`config.mk`:
```
export PLATFORM = sky130hd
export DESIGN_NAME = banked_memory
export DESIGN_NICKNAME = d
export VERILOG_FILES = /design/src/rtl/banked_memory.sv
export SDC_FILE = /design/constraint.sdc
export NUM_CORES = 1
export LEC_CHECK = 0
export CAP_MARGIN = 10
export CORE_UTILIZATION = 61
export CTS_CLUSTER_SIZE = 30
export DETAILED_ROUTE_END_ITERATION = 10
export GPL_ROUTABILITY_DRIVEN = 0
export PLACE_DENSITY_LB_ADDON = 0.12
export SYNTH_ARGS = -nofsm -noshare
export SYNTH_HDL_FRONTEND = slang
export SYNTH_SLANG_ARGS = --single-unit
export TNS_END_PERCENT = 50
```
`constraint.sdc`:
```
create_clock -name clk -period 3.8 [get_ports clk]
set_clock_uncertainty 0.15 [all_clocks]
set_input_delay 1.14 -clock clk [delete_from_list [all_inputs] [get_ports clk]]
set_output_delay 1.14 -clock clk [all_outputs]
set_load 0.005 [all_outputs]
```
`src/rtl/banked_memory.sv`:
```
// Multi-lane synchronous-read memory with per-lane write masking, write-first
// bypass on address collision, optional output register, and a zero-fill sequencer.
//
//   state   | meaning
//   --------+-------------------------------------------------------------
//   S_IDLE  | normal operation; reads and writes accepted
//   S_CLEAR | zero-filling word[r_cnt] each cycle; reads/writes ignored
module banked_memory #(
   parameter int DEPTH          = 4,
   parameter int BIT_SIZE       = 8,
   parameter int LANES          = 4,
   parameter int OUT_REG        = 0,
   parameter int CLEAR_ON_RESET = 1
) (
   input  logic                      clk,
   input  logic                      rst,
   input  logic                      clear_start,
   output logic                      busy,
   input  logic                      write_enable,
   input  logic [LANES-1:0]          write_mask,
   input  logic [DEPTH-1:0]          write_addr,
   input  logic [LANES*BIT_SIZE-1:0] data_in,
   input  logic                      read_enable,
   input  logic [DEPTH-1:0]          read_addr,
   output logic [LANES*BIT_SIZE-1:0] data_out,
   output logic                      read_valid
);

   localparam int WORDS = 2 ** DEPTH;
   localparam int W     = LANES * BIT_SIZE;

   typedef enum logic {S_IDLE, S_CLEAR} state_t;

   state_t           r_state, w_state_nxt;
   logic [DEPTH-1:0] r_cnt, w_cnt_nxt;
   logic             r_pend, w_pend_nxt;
   logic [W-1:0]     r_mem [WORDS];

   logic             w_idle, w_wr, w_rd;
   logic [W-1:0]     w_rd_word, w_rd_data;
   logic [W-1:0]     r_d1;
   logic             r_v1;

   always_comb begin
      w_state_nxt = r_state;
      w_cnt_nxt   = r_cnt;
      w_pend_nxt  = r_pend;
      case (r_state)
         S_IDLE: begin
            if (clear_start || r_pend) begin
               w_state_nxt = S_CLEAR;
               w_pend_nxt  = 1'b0;
            end
         end
         S_CLEAR: begin
            w_cnt_nxt = r_cnt + 1'b1;
            if (r_cnt == {DEPTH{1'b1}}) w_state_nxt = S_IDLE;
         end
         default: w_state_nxt = S_IDLE;
      endcase
   end

   // r_pend re-arms on every reset so an aborted clear restarts from word 0
   always_ff @(posedge clk) begin
      if (rst) begin
         r_state <= S_IDLE;
         r_cnt   <= '0;
         r_pend  <= (CLEAR_ON_RESET != 0);
      end else begin
         r_state <= w_state_nxt;
         r_cnt   <= w_cnt_nxt;
         r_pend  <= w_pend_nxt;
      end
   end

   assign busy   = (r_state == S_CLEAR);
   assign w_idle = (r_state == S_IDLE) && !rst;
   assign w_wr   = w_idle && write_enable;
   assign w_rd   = w_idle && read_enable;

   always_ff @(posedge clk) begin
      if (!rst) begin
         if (r_state == S_CLEAR) begin
            r_mem[r_cnt] <= '0;
         end else if (w_wr) begin
            for (int i = 0; i < LANES; i++) begin
               if (write_mask[i]) r_mem[write_addr][i*BIT_SIZE +: BIT_SIZE] <= data_in[i*BIT_SIZE +: BIT_SIZE];
            end
         end
      end
   end

   // Write-first bypass: lanes being written this cycle return the incoming data
   assign w_rd_word = r_mem[read_addr];
   always_comb begin
      w_rd_data = w_rd_word;
      for (int i = 0; i < LANES; i++) begin
         if (w_wr && (write_addr == read_addr) && write_mask[i])
            w_rd_data[i*BIT_SIZE +: BIT_SIZE] = data_in[i*BIT_SIZE +: BIT_SIZE];
      end
   end

   always_ff @(posedge clk) begin
      if (rst) begin
         r_d1 <= '0;
         r_v1 <= 1'b0;
      end else begin
         r_v1 <= w_rd;
         if (w_rd) r_d1 <= w_rd_data;
      end
   end

   generate
      if (OUT_REG != 0) begin : g_out_reg
         logic [W-1:0] r_d2;
         logic         r_v2;
         always_ff @(posedge clk) begin
            if (rst) begin
               r_d2 <= '0;
               r_v2 <= 1'b0;
            end else begin
               r_v2 <= r_v1;
               if (r_v1) r_d2 <= r_d1;
            end
         end
         assign data_out   = r_d2;
         assign read_valid = r_v2;
      end else begin : g_no_out_reg
         assign data_out   = r_d1;
         assign read_valid = r_v1;
      end
   endgenerate

endmodule

```
==> impl_results.md, run 1 <==
* Status: completed
* Vias per cell at 6.40
* Pwr/cell area at 506 mW/mm^2
* Core ar. at 0.0355 mm^2
* Largest net degree at the start of global routing at 66
* Max Slew Vio Count at 0
* RSZ-0062 raised after global routing: false
* Syn_area_per_cell at 18.6 um^2
* Vias at 11900
* First-pass GRT wire length at 76700 um
* Worst Hold Path EP: r_pend
* Die ar. at 0.0367 mm^2
* Clock Tree Buf Depth at 3
* Largest area contributor in the netlist: edfxtp_1
* GRT Resource Usage Total at 29.4%
* Critical path class: in -> reg
* Initial Util at 61.7%
* Vias in the first global route at 12300
* Ys Warns at 0
* R2R Setup Slk at 0.94 ns
* FF-to-FF Start: busy
* Worst r2r dst: r_mem[12][15]
* Sequential area share after synthesis at 73.7%
* Post-CTS setup buffers at 0
* Critical Path Start Type: input pin
* Share of cells above drive strength 1 at 25.5%
* DP Wirelength at 31800 um
* Mapped Cells at 1179
* Area added between synthesis and finish at 17.9%
* Layout fillers at 2187
* Post-synth EDFFs at 512
* Ports at 83
* Port bufs at 82
* Peak Freq at 300 MHz
* Post-synth ARST share at 0%
* CTS tree: yes
* Hold_buf cts at 0
* Most common cell after layout, fill and taps aside: edfxtp_1
* Most frequent cells in the layout: 512 x edfxtp_1, 128 x mux4_2, 117 x buf_4
* Max Cap Viol at 0
* DR DRC count at 0
* Post-synthesis cell area at 0.0219 mm^2
* Reg clk slew, reported paths at 0.06 ns
* Initial antenna violation count at 0
* Cts bufs inserted at 53
* Iter 0 DRT Violations at 1358
* Slew headroom at 19.2%
* Sink Count at 551
* Worst-skew pair later-pin latency at 0.58 ns
* Worst Path Required at 3.97 ns
* Post-CTS resize count at 0
* Crit path capture type: flop
* Fin. Hold Viols at 0
* Most area-consuming cells after synthesis: edfxtp_1 70%, mux4_2 13%, dfxtp_1 3.6%
* Grt total ovfl at 0
* Drt first pass iters at 6
* Die H at 192 um
* Worst-Margin Slew at 1.21 ns
* Leakage at 0.00852 uW
* Antenna Diode Count at 0
* Top-area cell type share of the netlist area at 70.2%
* Post-route antenna net violation count at 0
* H-tree level count at 2
* Placed Area at 0.0240 mm^2
* R2R depth at 7
* Final WL at 51500 um
* WHS at 0.306 ns
* CP arrival at 3.51 ns
* Worst Hold Path Cells at 1
* Hold Path Class: reg -> reg
* Final setup fails at 0
* Tcrit/Tclk final at 87.8%
* Hold Startpoint: r_pend
* Worst-path fanout max at 27
* Net count, final at 1407
* Highest ir drop seen on vdd at 0.000590 V
* Total negative slack at 0 ns
* Syn Nets at 1229
* Min Clock Period, post-route at 3.34 ns
* Predominant post-synthesis flop cell: edfxtp_1
* Synth cell types at 39
* Design Area, Final at 0.0258 mm^2
* FP Rows at 69
* Register bit total from synthesis at 551
* Die Width at 192 um
* Routed wire length per instance at 27.6 um
* CTS Root Cell: clkbuf_16
* Critical path launch point: write_mask[1]
[final cells by class]
type                            count  area (um^2)  share of cell area [%]
Multi-Input combinational cell    540         5280                    20.5
Sequential cell                   551        16200                    62.6
Clock buffer                       63         1440                    5.56
Timing Repair Buffer              211         1940                    7.51
Clock inverter                     37          429                    1.66
Tap cell                          461          577                    2.23
[cell families after synthesis]
family          share of synthesized area [%]
flops                                    73.7
simple gates                             5.31
compound gates                           4.83
mux                                      13.3
buf+inv                                  2.24
xor+xnor                                0.474
fa+ha+maj                              0.0571
[routing by layer]
layer | vias up | global-route usage (%) | wire length [um]
li1 | 5158 | - | -
met1 | 6065 | 40.6 | 19900
met2 | 597 | 48.0 | 25800
met3 | 97 | 5.20 | 4250
met4 | 0 | 9.65 | 1530
met5 | - | 0 | 0
[worst max-delay path by stage]
| stage | end | slack [ns] | depth (start not counted) |
|---|---|---|---|
| 5_1_grt | r_mem[12][20] | 0.36 | 9 |
| 6_report | r_mem[12][15] | 0.46 | 9 |
| 2_1_floorplan | r_mem[1][0] | 0.63 | 7 |
| 4_1_cts | busy | 0.52 | 1 |
| 3_5_place_dp | r_mem[14][8] | -0.04 | 7 |
| 3_3_place_gp | r_mem[3][29] | 0.004 | 8 |
[power by group]
part / total (uW) / switching, uW / internal, uW
sequential: 6700 / 38.0 / 6660
combinational: 815 / 457 / 358
clock: 5550 / 2190 / 3370
total: 13100 / 2680 / 10400
[stage by stage]
step	power, uW	utilization (%)	instances	setup slack [ns]
after floorplan	7300	-	1179	0.628
after global placement	7620	67.5	1763	0.00439
after detailed placement	7640	67.5	1763	-0.0367
after CTS	13100	72.8	1863	0.522
after global routing	13400	72.8	1863	0.360
final	13100	72.8	1863	0.462
[cells in the mapped netlist, types with 2 or more instances]
library cell  count
a41oi_1           4
xnor2_1           8
xor2_1            2
a31oi_1          12
clkbuf_1         38
o21ai_0          25
mux4_2          128
nand2b_1          4
a311oi_1         32
buf_2            27
buf_4            11
dfxtp_1          39
a22oi_1          64
buf_6             9
nor2_1          109
nor3_1           11
nand3_1          32
nor2b_1           6
or2_2             4
a21oi_1           4
nand4_1           3
nand2_1          35
and2_1           34
o21ai_1           7
nor4_1            6
edfxtp_1        512
[critical path, stage by stage]
cell and delay, ns:
clkdlybuf4s50_1 0.51, nor4_2 0.07, nor4b_4 0.27, buf_12 0.20, buf_4 0.29, nor4_1 0.08, a31oi_1 0.63, nor2_1 0.08
buf_4 0.21
[sequential cells by signal, summed over array words and instances, names as in the netlist]
name / flops
busy: 1
data_out: 32
r_cnt: 4
r_mem: 512
r_pend: 1
read_valid: 1
Power figures use the tool's default switching activity.
==> inputs of run 2 (changes only) <==
Settings changed: SLEW_MARGIN set to 10.
==> results of run 2 <==
Same layout as run 1: the final DEF is identical, and so are final timing and power.
==> RTL edit (flow settings as in run 1) <==
The parameter `LANES` goes from 4 to 3.
--- a/src/rtl/banked_memory.sv
+++ b/src/rtl/banked_memory.sv
@@ -8,7 +8,7 @@
 module banked_memory #(
    parameter int DEPTH          = 4,
    parameter int BIT_SIZE       = 8,
-   parameter int LANES          = 4,
+   parameter int LANES          = 3,
    parameter int OUT_REG        = 0,
    parameter int CLEAR_ON_RESET = 1
 ) (
Ports: changed (resized data_in, data_out and write_mask); port bits go from 83 to 66. The function was not compared with the original's and may differ.
==> RTL edit against run 1 <==
- the run now ends with DRC left
- setup slack better by 0.090 ns
- combinational power is 25% lower
- via count is 27% lower
- critical path depth is 1 lower
- synthesized cell count is 26% lower
- area after synthesis is 25% lower
- count of clock-buffer cells in the layout is 10 lower
- highest routed layer unchanged
- sequential cell count is 136 lower
- final area is 26% lower
- wire length is 31% lower
- power is 27% lower
- maximum frequency is 2.8% higher
- first-iteration DRC count is 26% lower
- critical path type unchanged
==> RTL edit: results <==
[clock_network]
clockRootBuffer = clkbuf_16
numCtsBuffers = 41
cts_setup_buffers = 0
clock_path_buffers = 3
clk_latency_ns = 0.53
cts_resized = 0
path_clk_slew_ns = 0.06
htree_num_levels = 2

[logic_synthesis]
synth_nets = 909
synthFlopType = edfxtp_1
synthTopCellsByCount = 384 x edfxtp_1, 96 x mux4_2, 56 x nand2_1, 49 x a22o_1, 46 x nor2_1
yosysSeqAreaShare_pct = 74.4
ys_warn_count = 0
synth_cell_type_count = 41
async_reset_ff_share_pct = 0
synth.area.top_cells = edfxtp_1 71%, mux4_2 13%, dfxtp_1 3.8%, a22o_1 2.6%, nand2_1 1.3%
synth_edf_count = 384

[global_routing]
grt_pass1_wl_um = 54500
grt_use_total_pct = 27.1
grt_pass1_vias = 9191
antenna_found_initial = 1
grt_max_degree = 53

[routing]
wl_um = 35800
drt-initial-drc-count = 1001
firstDrtPassIters = 8
drc = 7
via_per_inst = 6.39

[placed_design]
hpwlAfterDp_um = 23200
port_buffers = 65
place_area_sq_um = 17900
pre_cts_ws_ns = 0.0375

[cells_and_area]
drive_above_1_share_pct = 24.7
top_register = r_mem
largest_reg_flops = 384
nets = 1041

[critical_path]
crit_arrival_ns = 3.53
worstPathMaxFanout = 12

[timing]
worstMarginPinSlew_ns = 1.23

[worst_hold_path]
hp-class = reg2reg

[status]
violations = DRC
run_status = complete, but fails checks

[pwr]
p_leak_nw = 6.47
worst_ir_drop_vdd_uv = 437
p_sw_mw = 1.99
==> RTL edit: cell types whose count changed after synthesis, moves of 24 or more <==
cell / run 1 / this run
mux4_2: 128 / 96
a311oi_1: 32 / 0
a22oi_1: 64 / 0
edfxtp_1: 512 / 384
nor2_1: 109 / 46
o221ai_1: 0 / 24
nand3_1: 32 / 2
nor3_1: 11 / 39
inv_1: 0 / 28
a22o_1: 0 / 49
and2_1: 34 / 2
==> RTL edit: worst max-delay path, stage by stage <==
cell,delay [ns]
clkdlybuf4s50_1,0.42
or3_1,0.40
and2_1,0.18
buf_4,0.18
nor3_1,0.33
or2_2,0.23
nand4_2,0.31
o221ai_1,0.33
==> RTL edit: cells by family (layout without fill, tap and decap cells) <==
| group | after synthesis | count (layout) | share of synthesized area, % |
|---|---|---|---|
| AND/OR/NAND/NOR | 171 | 171 | 4.96 |
| multiplexers | 97 | 97 | 13.3 |
| buffers and inverters | 82 | 244 | 1.95 |
| AO/OA/AOI/OAI | 97 | 97 | 5.04 |
| other | 0 | 1 | 0 |
| adder cells (fa/ha/maj) | 1 | 1 | 0.0766 |
| flip-flops | 415 | 415 | 74.4 |
| XOR/XNOR | 5 | 5 | 0.268 |
==> RTL edit: power by group through the flow <==
stage                     registers, mW  logic (mW)  clock network, mW
final                              5.06       0.613               3.91
after global routing               5.06       0.652               4.13
after CTS                          5.06       0.617               3.95
after detailed placement           5.15       0.613                  0
after global placement             5.15       0.597                  0
after floorplan                    5.14       0.355                  0
==> RTL edit: area by class of cell <==
| cell class | instances | area (sq um) |
|---|---|---|
| Sequential cell | 415 | 12200 |
| Fill cell | 1508 | 6960 |
| Multi-Input combinational cell | 371 | 3870 |
| Timing Repair Buffer | 143 | 1310 |
| Clock buffer | 53 | 1120 |
| Tap cell | 335 | 419 |
| Clock inverter | 20 | 186 |
| Inverter | 28 | 105 |
| Antenna cell | 1 | 2.50 |
==> RTL edit: metrics by stage <==
stage                     total power [mW]  cells
after floorplan                       5.49    868
after global placement                5.75   1292
after detailed placement              5.77   1292
final                                 9.58   1366
after CTS                             9.62   1365
after global routing                  9.84   1366
==> RTL edit: path summary, 6_finish.rpt <==
| path | startpoint | to | slack, ns | cells past startpoint |
|---|---|---|---|---|
| setup reg to reg | busy | data_out[1] | 1.24 | 7 |
| hold reg to reg | r_pend | r_pend | 0.31 | 1 |
| setup / recovery | write_mask[0] | data_out[1] | 0.55 | 8 |
| hold / removal | r_pend | r_pend | 0.31 | 1 |
==> RTL edit: routing by layer <==
metal  vias up  global-route usage, %  part of all wire, %
li1       3796                      -                    -
met1      4481                   35.4                   38
met2       384                   47.0                   53
met3        70                   4.28                  6.1
met4         0                   9.63                  3.0
met5         -                      0                    0
